--- src/rtl/i2c_pkg.sv ---
// i2c_pkg: shared state encodings, default widths and R/W bit values for the I2C slave.
// Latency: n/a (declarations only).
// Backpressure: n/a (declarations only).
package i2c_pkg;

    localparam int I2C_ADDR_SZ = 7;
    localparam int I2C_DATA_SZ = 8;

    // Value of the eighth address-frame bit.
    localparam logic I2C_RW_WRITE = 1'b0;
    localparam logic I2C_RW_READ  = 1'b1;

    // One-hot slave states.
    typedef enum logic [6:0] {
        IDLE     = 7'b000_0001,
        ADDR     = 7'b000_0010,
        ACK_ADDR = 7'b000_0100,
        WR       = 7'b000_1000,
        ACK_WR   = 7'b001_0000,
        RD       = 7'b010_0000,
        ACK_RD   = 7'b100_0000
    } state_t;

endpackage

--- src/rtl/i2c_slv_sync.sv ---
// i2c_slv_sync: 2-FF synchronizer plus history flop with rise/fall strobes for one bus line.
// Latency: strobe is acted on 3 CLK after the pin change; strobes last exactly one CLK.
// Backpressure: none, free-running.
module i2c_slv_sync (
    input  logic clk,
    input  logic rst,
    input  logic din,
    output logic lvl,
    output logic rise,
    output logic fall
);

    logic s1;
    logic s2;
    logic hist;

    // Synchronize the raw line and keep one cycle of history; idle bus level is 1.
    always_ff @(posedge clk or posedge rst) begin
        if (rst) begin
            s1   <= 1'b1;
            s2   <= 1'b1;
            hist <= 1'b1;
        end else begin
            s1   <= din;
            s2   <= s1;
            hist <= s2;
        end
    end

    assign lvl  = s2;
    assign rise = s2 & ~hist;
    assign fall = ~s2 & hist;

endmodule

--- src/rtl/i2c_slave_fsm.sv ---
// i2c_slave_fsm: I2C slave protocol engine (address match, write bytes out, read bytes in).
// Latency: bus actions occur 3 CLK after the SCL/SDA pin edge; O_WR_VLD on the 8th data SCL rise.
// Backpressure: none by default; with I2C_SLV_CLK_STRETCH_EN, SCL is held low until I_RD_VLD.
module i2c_slave_fsm
    import i2c_pkg::*;
#(
    parameter int                 ADDR_SZ  = I2C_ADDR_SZ,
    parameter int                 DATA_SZ  = I2C_DATA_SZ,
    parameter logic [ADDR_SZ-1:0] SLV_ADDR = 7'h68
) (
    input  logic               CLK,
    input  logic               RST,
    input  logic               I_SCL,
    input  logic               I_SDA,
    output logic               O_SDA_OE,
    output logic               O_SCL_OE,
    output logic [DATA_SZ-1:0] O_DATA_WR,
    output logic               O_WR_VLD,
    output logic               O_RD_REQ,
    input  logic [DATA_SZ-1:0] I_DATA_RD,
    input  logic               I_RD_VLD,
    output logic               O_START,
    output logic               O_STOP,
    output logic               O_NACK,
    output logic               O_BUSY
);

    localparam int               CNT_W      = (DATA_SZ > 1) ? $clog2(DATA_SZ) : 1;
    localparam logic [CNT_W-1:0] CNT_RELOAD = CNT_W'(DATA_SZ - 1);

    logic scl_lvl, scl_rise, scl_fall;
    logic sda_lvl, sda_rise, sda_fall;
    logic start_det, stop_det;

    state_t             state, state_nxt;
    logic [CNT_W-1:0]   cnt, cnt_nxt;
    logic [DATA_SZ-1:0] sh, sh_nxt;
    logic [DATA_SZ-1:0] data_wr, data_wr_nxt;
    logic               phase, phase_nxt;
    logic               sda_oe, sda_oe_nxt;
    logic               busy, busy_nxt;
    logic               wr_vld, wr_vld_nxt;
    logic               rd_req, rd_req_nxt;
    logic               start_p, start_nxt;
    logic               stop_p, stop_nxt;
    logic               nack_p, nack_nxt;
    logic               rd_start;

    i2c_slv_sync u_scl_sync (
        .clk  (CLK),
        .rst  (RST),
        .din  (I_SCL),
        .lvl  (scl_lvl),
        .rise (scl_rise),
        .fall (scl_fall)
    );

    i2c_slv_sync u_sda_sync (
        .clk  (CLK),
        .rst  (RST),
        .din  (I_SDA),
        .lvl  (sda_lvl),
        .rise (sda_rise),
        .fall (sda_fall)
    );

    // START/STOP are SDA edges while SCL is high; both line copies share the same delay.
    assign start_det = scl_lvl & sda_fall;
    assign stop_det  = scl_lvl & sda_rise;

`ifdef I2C_SLV_CLK_STRETCH_EN
    logic scl_oe, scl_oe_nxt;
    logic rd_wait, rd_wait_nxt;

    // Stretch flops: SCL hold and "waiting for read data" flag.
    always_ff @(posedge CLK or posedge RST) begin
        if (RST) begin
            scl_oe  <= 1'b0;
            rd_wait <= 1'b0;
        end else begin
            scl_oe  <= scl_oe_nxt;
            rd_wait <= rd_wait_nxt;
        end
    end

    assign O_SCL_OE = scl_oe;
`else
    logic unused_rd_vld;
    assign unused_rd_vld = I_RD_VLD;
    assign O_SCL_OE      = 1'b0;
`endif

    // State register.
    always_ff @(posedge CLK or posedge RST) begin
        if (RST) begin
            state <= IDLE;
        end else begin
            state <= state_nxt;
        end
    end

    // Datapath and registered output pulses.
    always_ff @(posedge CLK or posedge RST) begin
        if (RST) begin
            cnt     <= CNT_RELOAD;
            sh      <= '0;
            data_wr <= '0;
            phase   <= 1'b0;
            sda_oe  <= 1'b0;
            busy    <= 1'b0;
            wr_vld  <= 1'b0;
            rd_req  <= 1'b0;
            start_p <= 1'b0;
            stop_p  <= 1'b0;
            nack_p  <= 1'b0;
        end else begin
            cnt     <= cnt_nxt;
            sh      <= sh_nxt;
            data_wr <= data_wr_nxt;
            phase   <= phase_nxt;
            sda_oe  <= sda_oe_nxt;
            busy    <= busy_nxt;
            wr_vld  <= wr_vld_nxt;
            rd_req  <= rd_req_nxt;
            start_p <= start_nxt;
            stop_p  <= stop_nxt;
            nack_p  <= nack_nxt;
        end
    end

    // Next-state and datapath decode. phase marks "byte/ack bit done, act on next SCL fall".
    always_comb begin
        state_nxt   = state;
        cnt_nxt     = cnt;
        sh_nxt      = sh;
        data_wr_nxt = data_wr;
        phase_nxt   = phase;
        sda_oe_nxt  = sda_oe;
        busy_nxt    = busy;
        wr_vld_nxt  = 1'b0;
        rd_req_nxt  = 1'b0;
        start_nxt   = 1'b0;
        stop_nxt    = 1'b0;
        nack_nxt    = 1'b0;
        rd_start    = 1'b0;
`ifdef I2C_SLV_CLK_STRETCH_EN
        scl_oe_nxt  = scl_oe;
        rd_wait_nxt = rd_wait;
`endif

        if (stop_det) begin
            stop_nxt   = 1'b1;
            sda_oe_nxt = 1'b0;
            busy_nxt   = 1'b0;
            phase_nxt  = 1'b0;
            cnt_nxt    = CNT_RELOAD;
            state_nxt  = IDLE;
`ifdef I2C_SLV_CLK_STRETCH_EN
            scl_oe_nxt  = 1'b0;
            rd_wait_nxt = 1'b0;
`endif
        end else if (start_det) begin
            start_nxt  = 1'b1;
            sda_oe_nxt = 1'b0;
            phase_nxt  = 1'b0;
            cnt_nxt    = CNT_RELOAD;
            state_nxt  = ADDR;
`ifdef I2C_SLV_CLK_STRETCH_EN
            scl_oe_nxt  = 1'b0;
            rd_wait_nxt = 1'b0;
`endif
        end else begin
            case (state)
                IDLE: begin
                    // Bus ignored until the next START.
                end

                ADDR: begin
                    if (scl_rise && !phase) begin
                        sh_nxt = {sh[DATA_SZ-2:0], sda_lvl};
                        if (cnt == '0) begin
                            phase_nxt = 1'b1;
                            cnt_nxt   = CNT_RELOAD;
                        end else begin
                            cnt_nxt = cnt - 1'b1;
                        end
                    end else if (scl_fall && phase) begin
                        phase_nxt = 1'b0;
                        if (sh[DATA_SZ-1 -: ADDR_SZ] == SLV_ADDR) begin
                            sda_oe_nxt = 1'b1;
                            busy_nxt   = 1'b1;
                            state_nxt  = ACK_ADDR;
                        end else begin
                            busy_nxt  = 1'b0;
                            state_nxt = IDLE;
                        end
                    end
                end

                ACK_ADDR: begin
                    if (scl_fall) begin
                        if (sh[0] == I2C_RW_WRITE) begin
                            sda_oe_nxt = 1'b0;
                            state_nxt  = WR;
                        end else begin
                            rd_start  = 1'b1;
                            state_nxt = RD;
                        end
                    end
                end

                WR: begin
                    if (scl_rise && !phase) begin
                        sh_nxt = {sh[DATA_SZ-2:0], sda_lvl};
                        if (cnt == '0) begin
                            data_wr_nxt = {sh[DATA_SZ-2:0], sda_lvl};
                            wr_vld_nxt  = 1'b1;
                            phase_nxt   = 1'b1;
                            cnt_nxt     = CNT_RELOAD;
                        end else begin
                            cnt_nxt = cnt - 1'b1;
                        end
                    end else if (scl_fall && phase) begin
                        phase_nxt  = 1'b0;
                        sda_oe_nxt = 1'b1;
                        state_nxt  = ACK_WR;
                    end
                end

                ACK_WR: begin
                    if (scl_fall) begin
                        sda_oe_nxt = 1'b0;
                        state_nxt  = WR;
                    end
                end

                RD: begin
`ifdef I2C_SLV_CLK_STRETCH_EN
                    if (rd_wait) begin
                        if (I_RD_VLD) begin
                            sh_nxt      = I_DATA_RD;
                            sda_oe_nxt  = ~I_DATA_RD[DATA_SZ-1];
                            scl_oe_nxt  = 1'b0;
                            rd_wait_nxt = 1'b0;
                        end
                    end else
`endif
                    if (scl_fall) begin
                        if (cnt == '0) begin
                            sda_oe_nxt = 1'b0;
                            cnt_nxt    = CNT_RELOAD;
                            phase_nxt  = 1'b0;
                            state_nxt  = ACK_RD;
                        end else begin
                            cnt_nxt    = cnt - 1'b1;
                            sh_nxt     = {sh[DATA_SZ-2:0], 1'b0};
                            sda_oe_nxt = ~sh[DATA_SZ-2];
                        end
                    end
                end

                ACK_RD: begin
                    if (scl_rise) begin
                        if (sda_lvl) begin
                            nack_nxt   = 1'b1;
                            sda_oe_nxt = 1'b0;
                            busy_nxt   = 1'b0;
                            state_nxt  = IDLE;
                        end else begin
                            phase_nxt = 1'b1;
                        end
                    end else if (scl_fall && phase) begin
                        phase_nxt = 1'b0;
                        rd_start  = 1'b1;
                        state_nxt = RD;
                    end
                end

                default: begin
                    sda_oe_nxt = 1'b0;
                    busy_nxt   = 1'b0;
                    state_nxt  = IDLE;
                end
            endcase

            // Start of a read byte: request data and put its MSB on SDA (or stretch until it arrives).
            if (rd_start) begin
                rd_req_nxt = 1'b1;
                cnt_nxt    = CNT_RELOAD;
`ifdef I2C_SLV_CLK_STRETCH_EN
                scl_oe_nxt  = 1'b1;
                rd_wait_nxt = 1'b1;
`else
                sh_nxt     = I_DATA_RD;
                sda_oe_nxt = ~I_DATA_RD[DATA_SZ-1];
`endif
            end
        end
    end

    assign O_SDA_OE  = sda_oe;
    assign O_DATA_WR = data_wr;
    assign O_WR_VLD  = wr_vld;
    assign O_RD_REQ  = rd_req;
    assign O_START   = start_p;
    assign O_STOP    = stop_p;
    assign O_NACK    = nack_p;
    assign O_BUSY    = busy;

endmodule
--- config.mk ---
export PLATFORM = sky130hd
export DESIGN_NAME = i2c_slave_fsm
export DESIGN_NICKNAME = d
export VERILOG_FILES = /design/src/rtl/i2c_pkg.sv /design/src/rtl/i2c_slv_sync.sv /design/src/rtl/i2c_slave_fsm.sv
export SDC_FILE = /design/constraint.sdc
export NUM_CORES = 1
export LEC_CHECK = 0
export BUFFER_PORTS_ARGS = -buffer_cell sky130_fd_sc_hd__buf_2
export CAP_MARGIN = 10
export CORE_ASPECT_RATIO = 1.75
export CORE_MARGIN = 3
export CORE_UTILIZATION = 55
export CTS_BUF_LIST = sky130_fd_sc_hd__clkbuf_16
export DETAILED_ROUTE_END_ITERATION = 16
export PLACE_DENSITY = 0.77
export SKIP_LAST_GASP = 1
export SLEW_MARGIN = 20
export SYNTH_ARGS = -nofsm -noshare
export SYNTH_HDL_FRONTEND = slang
export SYNTH_HIERARCHICAL = 1
export SYNTH_SLANG_ARGS = --single-unit
export TNS_END_PERCENT = 30
--- constraint.sdc ---
create_clock -name CLK -period 4.31 [get_ports CLK]
set_clock_uncertainty 0.1 [all_clocks]
set_input_delay 0 -clock CLK [delete_from_list [all_inputs] [get_ports CLK]]
set_output_delay 0 -clock CLK [all_outputs]
set_load 0.02 [all_outputs]
# After elaboration in Yosys (flattened, before gate mapping)

Index checks and enable logic that the tools add are counted.

Bits in latches: 0
Memories: 0
Bits in writable memories: 0
Bits in read-only memories: 0
Word-level logic and storage cells: 175
Bits in registers: 40
Output and inout port bits: 16
Bits of input ports: 13

Div/mod/pow operators: 0
Bitwise gates (word level): 14
Equality and inequality tests: 43
Multipliers: 0
Shift-type cells: 0
Reductions and logical operators: 16
Order comparisons: 0
$add $sub $neg: 1
Multiplexer cells: 83

Operators with widths:

| kind                                                | number |
|---|---|
| two-way mux 7 bit                                   | 13 |
| != test 5 bit, second input constant                | 12 |
| two-way mux 1 bit                                   | 51 |
| case mux 7 bit (7 select lines)                     | 1 |
| != test 4 bit, second input constant                | 9 |
| two-way mux 8 bit                                   | 4 |
| two-way mux 3 bit                                   | 7 |
| != test 3 bit, second input constant                | 6 |
| case mux 8 bit (2 select lines)                     | 1 |
| != test 5 x 4 -> 1 bit, second input constant       | 3 |
| equality test 7 bit, second input constant          | 2 |
| AND reduction 12 bit                                | 1 |
| AND reduction 6 bit                                 | 2 |
| AND reduction 11 bit                                | 1 |
| AND reduction 5 bit                                 | 2 |
| nonzero test 5 bit                                  | 2 |
| inverter 1 bit                                      | 8 |
| equality test 7 x 1 -> 1 bit, second input constant | 1 |
| equality test 7 x 2 -> 1 bit, second input constant | 1 |
| equality test 7 x 3 -> 1 bit, second input constant | 1 |
| equality test 7 x 4 -> 1 bit, second input constant | 1 |
| equality test 7 x 5 -> 1 bit, second input constant | 1 |
| equality test 7 x 6 -> 1 bit, second input constant | 1 |
| case mux 1 bit (7 select lines)                     | 1 |
| 17 further kinds                                    | 25 |

# Logic depth before layout (Yosys ltp)

Depth in word-level cells: 11
Depth in mapped cells: 7
Mapped depth without buffers: 7

# By module

Netlist, hierarchy kept.

By module, submodules not included:

| module        | area each (um2) | seq. area each (um2) | times used | cells an instance |
|---|---|---|---|---|
| i2c_slave_fsm | 2018.2          | 855.8                | 1          | 203 |
| i2c_slv_sync  | 97.6            | 78.8                 | 2          | 6 |

# Worst setup path before layout

No wires, ideal clock.

Path kind: register to register
Start: register u_scl_sync.s2, in the netlist u_scl_sync/lvl
End: register state[3]
Buffers on the path: 1
Data required time: 4.085 ns
Clock period less this slack: 2.510 ns
Arrival time: 2.285 ns
Setup slack: 1.800 ns
Cell stages (with the launch flop): 8
Setup time: 0.125 ns
Path through: dfstp_2 > nor2b_1 > clkbuf_1 > nand2_1 > o2111ai_1 > inv_1 > o41ai_1 > mux2_2

Cells in the longest elaborated chain, start to end: 5
Elaborated cells on any way between the ends: 23
Classes of those cells: 11 x eq/ne; 4 x mux; 5 x bitwise; 3 x reduce/logical

RTL lines:

| element                         | line                 | RTL |
|---|---|---|
| from (decl)                     | i2c_slv_sync.sv:14   | `logic s2;` |
| from (signal assigned)          | i2c_slv_sync.sv:21   | `s2 <= 1'b1;` |
| from (signal assigned)          | i2c_slv_sync.sv:25   | `s2 <= s1;` |
| AND 1 bit *                     | i2c_slv_sync.sv:31   | `assign rise = s2 & ~hist;` |
| named net scl_rise              | i2c_slave_fsm.sv:31  | `logic scl_lvl, scl_rise, scl_fall;` |
| two-way mux 7 bit               | i2c_slave_fsm.sv:263 | `if (scl_rise) begin` |
| case mux 7 bit (7 select lines) | i2c_slave_fsm.sv:173 | `case (state)` |
| two-way mux 7 bit               | i2c_slave_fsm.sv:162 | `end else if (start_det) begin` |
| two-way mux 7 bit               | i2c_slave_fsm.sv:151 | `if (stop_det) begin` |
| to (signal assigned)            | i2c_slave_fsm.sv:98  | `state <= state_nxt;` |
| to (decl)                       | i2c_slave_fsm.sv:35  | `state_t state, state_nxt;` |

The timed path passes the listed nets; every way through them passes the cells marked *.
A chain may end at the register's enable or synchronous reset.

# Worst setup path after layout

Start: register u_sda_sync.s2, in the netlist u_sda_sync/lvl
End: register data_wr[0], in the netlist O_DATA_WR[0]

Cells in the longest elaborated chain, start to end: 5
Elaborated cells on any way between the ends: 8
Classes of those cells: 7 x bitwise; 1 x reduce/logical

RTL lines:

| element                              | line                 | RTL |
|---|---|---|
| from (decl)                          | i2c_slv_sync.sv:14   |  |
| from (signal assigned)               | i2c_slv_sync.sv:21   |  |
| from (signal assigned)               | i2c_slv_sync.sv:25   |  |
| inverter 1 bit                       | i2c_slv_sync.sv:32   | `assign fall = ~s2 & hist;` |
| AND 1 bit                            | i2c_slv_sync.sv:32   |  |
| named net sda_fall                   | i2c_slave_fsm.sv:32  | `logic sda_lvl, sda_rise, sda_fall;` |
| AND 1 bit                            | i2c_slave_fsm.sv:68  | `assign start_det = scl_lvl & sda_fall;` |
| inverter 1 bit (no source line)      | n/a                  |  |
| AND reduction 5 bit (no source line) | n/a                  |  |
| to (signal assigned)                 | i2c_slave_fsm.sv:119 | `data_wr <= data_wr_nxt;` |
| to (decl)                            | i2c_slave_fsm.sv:38  | `logic [DATA_SZ-1:0] data_wr, data_wr_nxt;` |

The timed path passes the listed nets, and every way through them passes these cells.

==> flow_summary_export.csv <==
group,metric,value,unit
power_and_ir_drop,ir_worst_vdd,0.356,mV
logic_synthesis,async_reset_ff_share,100,%
critical_path,start_kind,"flip-flop",
critical_path,cpPeakStageDelay,570,ps
die,fp.dieW,54.0,microns
power_and_ir_drop,pwr-share-comb,24.9,%
critical_path,slowest_stage,"dfstp_2",
critical_path,worst_path_dominant_cell_family,"simple AND/OR/NAND/NOR gates",
run_status,status,"completed",
sta,setup_ws,1400,ps
critical_path,rr_startpoint,"u_sda_sync/lvl",
drt,drtIter0Drc,88,
die,io_pins,29,
logic_synthesis,post_synth.cell_area_avg,10.3,sq um
logic_synthesis,syn_inst,215,
clock_tree,cts_buffers,5,
die,die_h,89.9,microns
cells_and_area,fin_nets,264,
drt,vias,1779,
sta,fin_crit,2910,ps
logic_synthesis,ys_seq_area_share,45.8,%
logic_synthesis,synth_edf_count,0,
clock_tree,clk_latency,280,ps
power_and_ir_drop,sw_frac_of_total,30.7,%
sta,holdWs,25.5,ps
clock_tree,clk_pin_slew,50,ps
clock_tree,htreeDepth,2,
place,placed_cells,280,
sta,rsz0062_at_grt,"no",
critical_path,cp_cell_sequence,"and2b_2 > o21a_1 > nor4_1 > nand4_1 > mux2_2",
sta,fin_setup_tns,0,ps
drt,wl_per_cell,17.7,microns
place,place.gp.congestion,0.943,
critical_path,worstPathRequired,4370,ps
place,post-dp-hpwl,3.68,mm
critical_path,arrival,2970,ps
clock_tree,cts_tree,"built",
logic_synthesis,synth-main-ff-cell,"dfrtp_1",
power_and_ir_drop,p_leak,1.25,nW
critical_path,worst-setup-path-type,"flip-flop to flip-flop",
global_route,grt.overflow.total,0,
logic_synthesis,synth_nets,230,
global_route,grtUsageTotal,25.6,%
clock_tree,cts_setup_buffers,0,
place,post-place-ws,1440,ps
sta,setup_viol,0,
critical_path,cp_num_buf_inv,0,
critical_path,rr_worst_depth,5,
drt,first_pass_iters,4,
flow_run,cap_violations,0,
logic_synthesis,yosysWarnings,6,
sta,fmaxAchievable,0.344,GHz
critical_path,ff2ff_setup_slack,1400,ps
global_route,antenna_found_initial,0,
clock_tree,cts_resized,0,
clock_tree,cts.sinks,40,
power_and_ir_drop,p_int,0.000806,W
sta,drv_slew,0,
clock_tree,clockBufferDepth,2,
drt,postRouteAntennaNets,0,
drt,routed_wirelength,5.24,mm
place,port-buffer-count,26,
global_route,grt_pass1_wl,9.14,mm
cells_and_area,antenna_cells,0,
critical_path,endpoint_kind,"flip-flop",
power_and_ir_drop,clockPowerShare,29.9,%
critical_path,path_max_fanout,14,
worst_hold_path,min_from,"I_DATA_RD[3]",
sta,min_period_over_period,67.4,%
cells_and_area,design_area,2580,sq um
logic_synthesis,syn_area,2210,sq um
sta,worst_pin_slew,975,ps
power_and_ir_drop,p_seq_share,45.2,%
critical_path,reg2reg_to,"O_DATA_WR[0]",
drt,via_per_inst,6.01,
die,initial_core_util,59.2,%
place,placed_cell_area,2360,sq um
cells_and_area,layout-drive-gt1-share,30.8,%
logic_synthesis,synth.ff_latch_count,40,
die,core_area,3740,sq um
sta,hold_violations,0,
worst_hold_path,hold_end,"sh[3]",
die,rows,29,
cells_and_area,final_cells,296,
power_and_ir_drop,p_per_area,449,nW/um^2
global_route,grt_max_degree,27,
worst_hold_path,hold_path_class,"input port to flip-flop",
power_and_ir_drop,p_sw,0.000356,W
die,die_area,4850,sq um
sta,slew_headroom,34.7,%
worst_hold_path,hold_depth,3,
global_route,grt_pass1_vias,1943,
cells_and_area,syn2layout_area_growth,16.8,%
drt,drc,0,
logic_synthesis,synthDistinctLibCells,55,
clock_tree,ctsRootBufferMaster,"clkbuf_16",
==> power groups by stage <==
stage               combinational [W]  sequential (W)  clock (W)
finish                       0.000289        0.000525   0.000348
global route                 0.000322        0.000535   0.000371
CTS                          0.000288        0.000522   0.000354
detailed placement           0.000277        0.000526          0
global placement             0.000268        0.000525          0
floorplan                    0.000218        0.000504          0
==> placed cells by master, fill, tap and decap left out, types with 3 or more instances in the layout <==
cell           count
a21oi_1            6
buf_2             26
clkbuf_16          5
dfrtp_1           30
dfstp_2           10
dlygate4sd3_1      8
inv_1             17
mux2_2            23
mux2i_1            3
nand2_1           18
nand3_1            7
nor2_1            11
nor2b_1            4
nor3_1             7
nor3b_1            3
nor4_1             3
o211ai_1           3
o21ai_0            5
o22ai_1            3
o31ai_1            3
or3_1              3
xor2_1             3
==> tightest hold or removal path, cell delays in order <==
cell,delay (ps)
buf_2,70
mux2_2,140
mux2_2,150
==> cell families (layout without fill, tap and decap cells) <==
logic type,after synthesis,count (layout),share of synthesized area (%)
simple gates,79,79,21.1
mux,26,26,13.1
buf+inv,25,60,5.03
other cells,1,1,0.169
fa+ha+maj,2,2,1.13
flops,40,40,45.8
xor+xnor,4,4,1.58
compound gates,38,38,12.2
==> registers in the layout (all words and copies together), names as in the netlist, 3 cells and up <==
signal,count
O_DATA_WR,8
sh,8
state,7
cnt,3
==> cell usage after synthesis, drive strengths merged (4+ instances only) <==
| cell type | number | area share (%) |
|---|---|---|
| nor3 | 7 | 1.6 |
| o21ai | 7 | 1.6 |
| a21oi | 6 | 1.4 |
| mux2 | 23 | 12 |
| dfrtp | 30 | 34 |
| nor2b | 4 | 1.1 |
| buf | 7 | 2.0 |
| dfstp | 10 | 12 |
| nor4 | 4 | 1.8 |
| nor2 | 11 | 1.9 |
| nand3 | 7 | 1.6 |
| nand2 | 18 | 3.1 |
| inv | 16 | 2.7 |
==> through the flow <==
| stage | total power (W) | utilization [%] |
|---|---|---|
| 2_1_floorplan | 0.000722 | - |
| 3_3_place_gp | 0.000793 | 63.3 |
| 3_5_place_dp | 0.000804 | 63.3 |
| 4_1_cts | 0.00116 | 69.2 |
| 5_1_grt | 0.00123 | 69.2 |
| 6_report | 0.00116 | 69.2 |
==> repair_timing <==
action | 4_1_cts | 5_1_grt
endpoints found under the setup margin | 0 | 0
hold buffers | 8 | 0
hold endpoints to repair | 21 | 0
==> layout make-up <==
type                       count  area (sq um)
multi-input combinational    150          1090
sequential                    40          1010
timing repair buffer          36           225
clock buffer                   5           125
tap                           46          57.6
inverter                      16          60.1
fill                         285          1150
clock inverter                 3          15.0
==> worst max path at each step <==
stage,start,endpoint,slack [ps],cells past startpoint
2_1_floorplan,u_scl_sync/lvl,state[3],1800,7
3_3_place_gp,u_sda_sync/lvl,O_DATA_WR[2],1480,5
3_5_place_dp,u_sda_sync/lvl,O_DATA_WR[6],1440,5
4_1_cts,u_sda_sync/lvl,O_DATA_WR[0],1410,5
5_1_grt,u_sda_sync/lvl,O_DATA_WR[0],1250,5
6_report,u_sda_sync/lvl,O_DATA_WR[0],1400,5
==> routing by layer <==
metal	track usage [%]	share of wire, %	vias up
li1	-	-	851
met1	27.3	36	858
met2	44.6	58	56
met3	4.64	3.9	14
met4	13.4	2.7	0
met5	0	0	-
No activity file was read; power rests on OpenSTA's default activity.
